===== src/rtl/cci_mpf_shim_expand_wr_rsp_if.sv =====
// Write-response bus between the c1Rx source and the expansion shim: packed
// responses in, one single-line flit per cycle out.
interface cci_mpf_shim_expand_wr_rsp_if #(
  parameter int MDATA_WIDTH = 16
);
  logic                   rsp_en;
  logic [MDATA_WIDTH-1:0] rsp_mdata;
  logic                   rsp_format;
  logic [1:0]             rsp_clNum;

  logic                   out_en;
  logic [MDATA_WIDTH-1:0] out_mdata;
  logic [1:0]             out_clNum;
  logic                   out_eop;

  modport master (
    output rsp_en, rsp_mdata, rsp_format, rsp_clNum,
    input  out_en, out_mdata, out_clNum, out_eop
  );

  modport slave (
    input  rsp_en, rsp_mdata, rsp_format, rsp_clNum,
    output out_en, out_mdata, out_clNum, out_eop
  );
endinterface


===== src/rtl/cci_mpf_shim_expand_wr_rsp.sv =====
// Expands packed CCI write responses into one flit per line. The c1Rx path has
// no backpressure, so responses are buffered and almFull warns the requester.
module cci_mpf_shim_expand_wr_rsp #(
  parameter int N_ENTRIES          = 16,
  parameter int ALM_FULL_THRESHOLD = 4,
  parameter int MDATA_WIDTH        = 16
) (
  input  logic                               clk,
  input  logic                               reset,
  cci_mpf_shim_expand_wr_rsp_if.slave        bus,
  output logic                               almFull,
  output logic                               overflow
);
  localparam int PTR_W = $clog2(N_ENTRIES);
  localparam logic [PTR_W:0] DEPTH     = (PTR_W+1)'(N_ENTRIES);
  localparam logic [PTR_W:0] ALM_LEVEL = (PTR_W+1)'(N_ENTRIES - ALM_FULL_THRESHOLD);
  localparam logic [PTR_W:0] PTR_ONE   = (PTR_W+1)'(1);

  typedef struct packed {
    logic [MDATA_WIDTH-1:0] mdata;
    logic                   format;
    logic [1:0]             clNum;
  } t_entry;

  typedef enum logic {IDLE, EXPAND} t_state;

  t_entry         r_mem [N_ENTRIES];
  logic [PTR_W:0] r_wrPtr;
  logic [PTR_W:0] r_rdPtr;
  t_state         r_state;
  logic [1:0]     r_beat;

  logic [PTR_W:0] w_occ;
  logic [PTR_W:0] w_occNext;
  logic           w_empty;
  logic           w_full;
  logic           w_headValid;
  logic           w_enq;
  logic           w_deq;
  logic [1:0]     w_clNum;
  logic           w_eop;
  t_entry         w_in;
  t_entry         w_head;

  assign w_in        = '{mdata: bus.rsp_mdata, format: bus.rsp_format, clNum: bus.rsp_clNum};
  assign w_occ       = r_wrPtr - r_rdPtr;
  assign w_empty     = (w_occ == '0);
  assign w_full      = (w_occ == DEPTH);
  // An empty FIFO presents the incoming response directly so it issues next cycle.
  assign w_headValid = !w_empty || bus.rsp_en;
  assign w_head      = w_empty ? w_in : r_mem[r_rdPtr[PTR_W-1:0]];

  always_comb begin
    w_clNum = '0;
    w_eop   = 1'b0;
    w_deq   = 1'b0;
    if (w_headValid) begin
      if (r_state == EXPAND) begin
        w_clNum = r_beat;
        w_eop   = (r_beat == w_head.clNum);
        w_deq   = w_eop;
      end else if (!w_head.format) begin
        w_clNum = w_head.clNum;
        w_deq   = 1'b1;
      end else begin
        w_eop   = (w_head.clNum == 2'd0);
        w_deq   = w_eop;
      end
    end
  end

  // A full FIFO still accepts a response when its head retires in the same cycle.
  assign w_enq     = bus.rsp_en && (!w_full || w_deq);
  assign w_occNext = w_occ + {{PTR_W{1'b0}}, w_enq} - {{PTR_W{1'b0}}, w_deq};

  always_ff @(posedge clk) begin
    if (w_enq) r_mem[r_wrPtr[PTR_W-1:0]] <= w_in;
  end

  always_ff @(posedge clk) begin
    if (reset) begin
      r_wrPtr       <= '0;
      r_rdPtr       <= '0;
      r_state       <= IDLE;
      r_beat        <= '0;
      bus.out_en    <= 1'b0;
      bus.out_mdata <= '0;
      bus.out_clNum <= '0;
      bus.out_eop   <= 1'b0;
      almFull       <= 1'b0;
      overflow      <= 1'b0;
    end else begin
      if (w_enq) r_wrPtr <= r_wrPtr + PTR_ONE;
      if (w_deq) r_rdPtr <= r_rdPtr + PTR_ONE;
      if (bus.rsp_en && !w_enq) overflow <= 1'b1;
      almFull       <= (w_occNext >= ALM_LEVEL);
      bus.out_en    <= w_headValid;
      bus.out_mdata <= w_head.mdata;
      bus.out_clNum <= w_clNum;
      bus.out_eop   <= w_eop;
      if (w_headValid) begin
        if (w_deq) begin
          r_state <= IDLE;
          r_beat  <= '0;
        end else if (r_state == IDLE) begin
          r_state <= EXPAND;
          r_beat  <= 2'd1;
        end else begin
          r_beat  <= r_beat + 2'd1;
        end
      end
    end
  end
endmodule


===== src/flat_wrapper.sv =====
// flat-port wrapper written by rule: the top's interface ports become plain ports
module cci_mpf_shim_expand_wr_rsp_flat 
#(
  parameter int N_ENTRIES          = 16,
  parameter int ALM_FULL_THRESHOLD = 4,
  parameter int MDATA_WIDTH        = 16
)
  (clk, reset, almFull, overflow, bus_rsp_en, bus_rsp_mdata, bus_rsp_format, bus_rsp_clNum, bus_out_en, bus_out_mdata, bus_out_clNum, bus_out_eop);
  cci_mpf_shim_expand_wr_rsp_if #(.MDATA_WIDTH(MDATA_WIDTH)) bus_i ();
  input  logic clk;
  input  logic reset;
  output logic almFull;
  output logic overflow;
  input wire logic [$bits(bus_i.rsp_en)-1:0] bus_rsp_en;
  input wire logic [$bits(bus_i.rsp_mdata)-1:0] bus_rsp_mdata;
  input wire logic [$bits(bus_i.rsp_format)-1:0] bus_rsp_format;
  input wire logic [$bits(bus_i.rsp_clNum)-1:0] bus_rsp_clNum;
  output wire logic [$bits(bus_i.out_en)-1:0] bus_out_en;
  output wire logic [$bits(bus_i.out_mdata)-1:0] bus_out_mdata;
  output wire logic [$bits(bus_i.out_clNum)-1:0] bus_out_clNum;
  output wire logic [$bits(bus_i.out_eop)-1:0] bus_out_eop;
  assign bus_i.rsp_en = bus_rsp_en;
  assign bus_i.rsp_mdata = bus_rsp_mdata;
  assign bus_i.rsp_format = bus_rsp_format;
  assign bus_i.rsp_clNum = bus_rsp_clNum;
  assign bus_out_en = bus_i.out_en;
  assign bus_out_mdata = bus_i.out_mdata;
  assign bus_out_clNum = bus_i.out_clNum;
  assign bus_out_eop = bus_i.out_eop;
  cci_mpf_shim_expand_wr_rsp #(.N_ENTRIES(N_ENTRIES), .ALM_FULL_THRESHOLD(ALM_FULL_THRESHOLD), .MDATA_WIDTH(MDATA_WIDTH)) u_core (.clk(clk), .reset(reset), .bus(bus_i), .almFull(almFull), .overflow(overflow));
endmodule

===== config.mk =====
export PLATFORM = sky130hd
export DESIGN_NAME = cci_mpf_shim_expand_wr_rsp_flat
export DESIGN_NICKNAME = d
export VERILOG_FILES = /design/src/rtl/cci_mpf_shim_expand_wr_rsp_if.sv /design/src/rtl/cci_mpf_shim_expand_wr_rsp.sv /design/src/flat_wrapper.sv
export SDC_FILE = /design/constraint.sdc
export NUM_CORES = 1
export LEC_CHECK = 0
export ABC_CLOCK_PERIOD_IN_PS = 4700
export CAP_MARGIN = 40
export CORE_ASPECT_RATIO = 0.8
export CORE_MARGIN = 4
export CORE_UTILIZATION = 30
export DETAILED_ROUTE_END_ITERATION = 16
export PLACE_DENSITY = 0.56
export SETUP_SLACK_MARGIN = 0.5
export SYNTH_ARGS = -nofsm -noshare
export SYNTH_HDL_FRONTEND = slang
export SYNTH_SLANG_ARGS = --single-unit

===== constraint.sdc =====
create_clock -name clk -period 4.7 [get_ports clk]
set_clock_uncertainty 0.1 [all_clocks]
set_input_delay 0.94 -clock clk [delete_from_list [all_inputs] [get_ports clk]]
set_output_delay 0.94 -clock clk [all_outputs]
set_load 0.1 [all_outputs]

Word-level counts from Yosys, hierarchy flattened

Memory sizes are Yosys's and may differ from the RTL's. A register that Yosys moved wholly into a read port is not among the register bits.
Cells that the tools add are included.

Output and inout bits: 22
Memories kept: 1
Bits of input ports: 22
RAM bits: 304
Bits in registers: 35
Word-level logic and storage cells: 46

Memories:

| name         | depth | width | rd ports | clocked after Yosys merged registers in | write ports | line                             | source |
|---|---|---|---|---|---|---|---|
| u_core.r_mem | 16    | 19    | 1        | 1                                       | 1           | cci_mpf_shim_expand_wr_rsp.sv:27 | `t_entry r_mem [N_ENTRIES];` |

$lt $le $gt $ge: 1
Mux-type cells: 15
Bitwise logic cells: 1
Reduce and logical (&&, ||, !) cells: 10
Equality and inequality tests: 2
$add $sub $neg: 6

Operators with widths:

| cell                | number |
|---|---|
| $mux 19             | 1 |
| $add 5x1->5 const B | 2 |
| $mux 1              | 8 |
| $mux 2              | 4 |
| $mux 4              | 2 |
| $add 5x1->5         | 1 |
| $eq 5x5->1 const B  | 1 |
| $ge 5x4->1 const B  | 1 |
| $logic_not 5->1     | 1 |
| $sub 5x1->5         | 1 |
| $sub 5x5->5         | 1 |
| $logic_not 1->1     | 3 |
| $add 2x1->2 const B | 1 |
| $eq 2x2->1          | 1 |
| $logic_and 1x1->1   | 2 |
| $logic_not 2->1     | 1 |
| $logic_or 1x1->1    | 2 |
| $reduce_or 2->1     | 1 |
| $not 1->1           | 1 |

Longest topological paths before layout

Depth after elaboration: 12
Gate-level depth with buffers: 24
Mapped depth without buffers: 24

Worst setup path after synthesis

No wires, ideal clock.

Kind: register to register
Start point: register u_core.r_rdPtr[1]
End point: memory u_core.r_mem[3][0] (netlist bit), enable pin
Stages on the path, launching flop included: 14
Arrival: 4.080 ns
Path slack: 0.101 ns
Path through: dfxtp_1 -> inv_1 -> ha_1 -> a21o_1 -> a21oi_1 -> xor2_1 -> ha_1 -> nand2_1 -> nor2_1 -> a221o_1 -> o221ai_2 -> a41oi_4 -> nand2_1 -> nor3_1

Longest elaborated chain between the ends: 11
Elaborated cells on any way between the ends: 16

RTL lines:

| what                             | line                             | source |
|---|---|---|
| start: declaration               | cci_mpf_shim_expand_wr_rsp.sv:29 | `logic [PTR_W:0] r_rdPtr;` |
| start signal: assignment         | cci_mpf_shim_expand_wr_rsp.sv:94 | `if (w_deq) r_rdPtr <= r_rdPtr + PTR_ONE;` |
| $sub 5x5->5 (*)                  | cci_mpf_shim_expand_wr_rsp.sv:46 | `assign w_occ = r_wrPtr - r_rdPtr;` |
| $logic_not 5->1                  | cci_mpf_shim_expand_wr_rsp.sv:47 | `assign w_empty = (w_occ == '0);` |
| $mux 19                          | cci_mpf_shim_expand_wr_rsp.sv:51 | `assign w_head = w_empty ? w_in : r_mem[r_rdPtr[PTR_W-1:0]];` |
| $logic_not 2->1                  | cci_mpf_shim_expand_wr_rsp.sv:66 | `w_eop = (w_head.clNum == 2'd0);` |
| $mux 1                           | cci_mpf_shim_expand_wr_rsp.sv:62 | `end else if (!w_head.format) begin` |
| $mux 1                           | cci_mpf_shim_expand_wr_rsp.sv:58 | `if (r_state == EXPAND) begin` |
| $mux 1                           | cci_mpf_shim_expand_wr_rsp.sv:57 | `if (w_headValid) begin` |
| $logic_or 1x1->1 (*)             | cci_mpf_shim_expand_wr_rsp.sv:73 | `assign w_enq = bus.rsp_en && (!w_full \|\| w_deq);` |
| $logic_and 1x1->1 (*)            | cci_mpf_shim_expand_wr_rsp.sv:73 |  |
| net u_core.w_enq                 | cci_mpf_shim_expand_wr_rsp.sv:38 | `logic w_enq;` |
| $mux 1 (*)                       | cci_mpf_shim_expand_wr_rsp.sv:77 | `if (w_enq) r_mem[r_wrPtr[PTR_W-1:0]] <= w_in;` |
| $mux 1 (implied by the code) (*) | cci_mpf_shim_expand_wr_rsp.sv:77 |  |
| end: declaration                 | cci_mpf_shim_expand_wr_rsp.sv:27 |  |

The timed path passes the listed nets; every way through them passes the cells marked *.

Worst setup path in the final report

Start point: register u_core.r_wrPtr[0]
End point: register u_core.almFull

Longest elaborated chain between the ends: 12
Elaborated cells on any way between the ends: 17

RTL lines:

| what                     | line                             | source |
|---|---|---|
| start: declaration       | cci_mpf_shim_expand_wr_rsp.sv:28 | `logic [PTR_W:0] r_wrPtr;` |
| start signal: assignment | cci_mpf_shim_expand_wr_rsp.sv:93 | `if (w_enq) r_wrPtr <= r_wrPtr + PTR_ONE;` |
| $sub 5x5->5 (*)          | cci_mpf_shim_expand_wr_rsp.sv:46 |  |
| $logic_not 5->1          | cci_mpf_shim_expand_wr_rsp.sv:47 |  |
| $mux 19                  | cci_mpf_shim_expand_wr_rsp.sv:51 |  |
| $logic_not 2->1          | cci_mpf_shim_expand_wr_rsp.sv:66 |  |
| $mux 1                   | cci_mpf_shim_expand_wr_rsp.sv:62 |  |
| $mux 1                   | cci_mpf_shim_expand_wr_rsp.sv:58 |  |
| $mux 1                   | cci_mpf_shim_expand_wr_rsp.sv:57 |  |
| $logic_or 1x1->1         | cci_mpf_shim_expand_wr_rsp.sv:73 |  |
| $logic_and 1x1->1        | cci_mpf_shim_expand_wr_rsp.sv:73 |  |
| $add 5x1->5              | cci_mpf_shim_expand_wr_rsp.sv:74 | `assign w_occNext = w_occ + {{PTR_W{1'b0}}, w_enq} - {{PTR_W{1'b0}}, w_deq};` |
| $sub 5x1->5 (*)          | cci_mpf_shim_expand_wr_rsp.sv:74 |  |
| $ge 5x4->1 (*)           | cci_mpf_shim_expand_wr_rsp.sv:96 | `almFull <= (w_occNext >= ALM_LEVEL);` |
| end signal: assignment   | cci_mpf_shim_expand_wr_rsp.sv:96 |  |
| end: declaration         | cci_mpf_shim_expand_wr_rsp.sv:11 | `output logic almFull,` |

Every way passes the cells marked *; elsewhere a longest branch is shown, timed or not.
A chain may end at the register's enable or synchronous reset.

==> impl_metrics.json <==
{
  "synth_cells": 706,
  "cts_buffer_depth": 3,
  "slew_headroom": 0.454,
  "synth-async-reset-ratio": 0,
  "nets": 878,
  "outcome": "finished clean",
  "num_io_pins": 44,
  "whs_path_depth": 2,
  "antenna_found_initial": 2,
  "drt_iter0_drc": 526,
  "place_congestion": 0.759,
  "min_period_over_period": 0.876,
  "worst_path_max_delay_cell": "fa_2",
  "required_ps": 4980,
  "yosysSeqAreaShare": 0.729,
  "die-area_um2": 48800,
  "final_common_cell": "edfxtp_1",
  "drv_slew": 0,
  "hold_end": "u_core.overflow$_SDFFE_PP0P_",
  "hold_start": "u_core.overflow$_SDFFE_PP0P_",
  "cts_hold_buffers": 0,
  "vias": 6952,
  "firstDrtPassIters": 4,
  "worstMarginPinSlew_ps": 819,
  "rows": 69,
  "leakage_nw": 5.48,
  "remaining_drc_errors": 0,
  "crit_type": "flop to flop",
  "max_freq_mhz": 243,
  "fin_cells": 1469,
  "die_w_um": 246,
  "start_util": 0.305,
  "drt_wl_total_mm": 32.0,
  "synth.cell_area_um2": 13600,
  "n_fill_cell": 4071,
  "period_minus_slack_ps": 4120,
  "yosys_warnings": 0,
  "hold_class": "flop to flop",
  "ys_types": 52,
  "clockRootBuffer": "clkbuf_16",
  "htree_num_levels": 2,
  "portBuffers": 43,
  "syn_to_final_growth_pct": 24.6,
  "path_max_fanout": 4,
  "die_h_um": 198,
  "wl_per_cell_um": 21.8,
  "arrival_ps": 4400,
  "rsz0062_at_grt": "true",
  "dp_cells": 1385,
  "syn_nets": 745,
  "via_per_inst": 4.73,
  "setup_tns_ps": 0,
  "worstRegToRegCells": 23,
  "finalHoldViolCount": 0,
  "setup_viol": 0,
  "clock-sinks": 343,
  "layout_common_cells": "304 x edfxtp_1, 87 x mux4_2, 60 x buf_4",
  "numCtsBuffers": 36,
  "grt_pass1_wl_mm": 48.0,
  "cts_tree": "done",
  "avgSynthCellArea_um2": 19.3,
  "crit_path_start_kind": "flop",
  "finalPower_mw": 9.65,
  "cpPeakStageDelay_ps": 390,
  "vdd_drop_max_mv": 0.324,
  "grt.total_usage": 0.132,
  "synth-seq-cells": 343,
  "crit_chain": "inv_4 > ha_4 > inv_2 > fa_2 > a21o_1 > a21oi_4 > xor2_2 > buf_4 > a31o_4 > a31oi_4 > nor4_4 > ha_1 > inv_1 > ha_2 > inv_2 > fa_2 > inv_2 > a21oi_1 > nor2_1 > nor2_1 > xor2_1 > xnor2_1 > a21oi_1",
  "cpMostUsedCell": "inv_2",
  "path_delay_family": "adder cells",
  "grt_max_degree": 53,
  "clk_latency_ps": 520,
  "final_layout_size_suffix_gt1_frac": 0.324,
  "power_density_nw_per_um2": 570,
  "path_clk_slew_ps": 60,
  "dp_hpwl_mm": 18.7,
  "grt.overflow.total": 0,
  "detail-route-antenna-nets": 0,
  "core-area_um2": 44600,
  "worst_setup_path_end_kind": "flop",
  "cp.buffers_inverters": 6,
  "synth_flop_cell": "edfxtp_1",
  "r2r_start": "u_core.r_wrPtr[0]$_SDFFE_PP0P_",
  "drv_cap": 0,
  "r2r_slack_ps": 580,
  "r2r_end": "u_core.almFull$_SDFF_PP0_",
  "synth-edff-count": 304,
  "grt_pass1_vias": 7238
}
-- synthesized netlist by cell type, drive strengths merged (8+ instances only) --
library cell	number	area, um^2
nand2	53	201
nor2	33	124
clkbuf	19	71.3
xnor2	8	77.6
buf	16	86.3
edfxtp	304	9130
mux2i	13	130
ha	15	188
nor3	8	40.0
mux4	89	2010
a21oi	28	140
inv	16	60.1
dfxtp	39	781
-- power by group --
part           switching, mW  internal, mW
clock                   1.15          1.71
combinational           1.76          1.43
sequential             0.114          3.50
total                   3.02          6.63
-- per-layer routing --
| metal | up-vias | track usage | wire length, um |
|---|---|---|---|
| met5 | - | 0 | 20 |
| met1 | 3657 | 0.194 | 15000 |
| met2 | 156 | 0.205 | 14800 |
| li1 | 3097 | - | - |
| met3 | 40 | 0.0239 | 1500 |
| met4 | 2 | 0.0321 | 597 |
-- worst reg2reg max path, stage by stage (launching register included) --
cell     delay (ps)
dfxtp_4         360
inv_4            60
ha_4            120
inv_2            40
fa_2            390
a21o_1          220
a21oi_4         180
xor2_2          240
buf_4           180
a31o_4          150
a31oi_4          40
nor4_4          310
ha_1            270
inv_1            60
ha_2            180
inv_2            40
fa_2            360
inv_2            60
a21oi_1          60
nor2_1           90
nor2_1           60
xor2_1          180
xnor2_1         140
a21oi_1          90
-- how the worst max path moves through the flow --
stage                                        start                         to  slack [ps]  depth (start not counted)
finish              u_core.r_wrPtr[0]$_SDFFE_PP0P_  u_core.almFull$_SDFF_PP0_         580                         23
CTS                 u_core.r_wrPtr[0]$_SDFFE_PP0P_  u_core.almFull$_SDFF_PP0_         530                         23
detailed placement  u_core.r_wrPtr[0]$_SDFFE_PP0P_  u_core.almFull$_SDFF_PP0_         410                         24
global route        u_core.r_wrPtr[0]$_SDFFE_PP0P_  u_core.almFull$_SDFF_PP0_         300                         23
floorplan           u_core.r_wrPtr[0]$_SDFFE_PP0P_  u_core.almFull$_SDFF_PP0_         510                         24
global placement    u_core.r_wrPtr[0]$_SDFFE_PP0P_  u_core.almFull$_SDFF_PP0_         420                         24
-- flip-flops by register name (all words and copies together), names as in the netlist, 2 cells and up, named ones only --
register / flops
u_core.bus.out_mdata: 16
u_core.r_mem: 304
u_core.r_rdPtr: 5
u_core.r_wrPtr: 5
u_core.r_beat: 2
u_core.bus.out_clNum: 2
-- repair_timing --
| action | in CTS | in global routing |
|---|---|---|
| setup endpoints to repair | 1 | 16 |
| gates resized for setup | 2 | 16 |
| setup buffers | 3 | 16 |
| pin swaps | 1 | 14 |
| gates cloned | 0 | 0 |
-- through the flow --
step | worst slack [ps] | area [um^2] | utilization | hold slack (ps)
floorplan | 507 | 13700 | - | 415
global placement | 419 | 15100 | 0.339 | 423
detailed placement | 414 | 15500 | 0.348 | 399
CTS | 529 | 16700 | 0.375 | 415
global route | 303 | 16900 | 0.380 | 453
finish | 583 | 16900 | 0.380 | 398
-- final cells by class --
cell class / count / area [um^2] / area share
Sequential cell: 343 / 9930 / 0.586
Timing Repair Buffer: 130 / 1340 / 0.0789
Tap cell: 603 / 754 / 0.0445
Clock buffer: 53 / 1000 / 0.0593
Inverter: 16 / 62.6 / 0.00369
Clock inverter: 11 / 169 / 0.00997
Antenna cell: 1 / 2.50 / 0.000148
Multi-Input combinational cell: 312 / 3690 / 0.218
-- cell families after synthesis --
| family | share of synthesized area |
|---|---|
| flip-flops | 0.729 |
| AND/OR/NAND/NOR | 0.0394 |
| multiplexers | 0.161 |
| AO/OA/AOI/OAI | 0.0287 |
| buffers and inverters | 0.0160 |
| adder cells (fa/ha/maj) | 0.0167 |
| XOR/XNOR | 0.00957 |
Note: power is estimated with default switching activity, not from simulation.
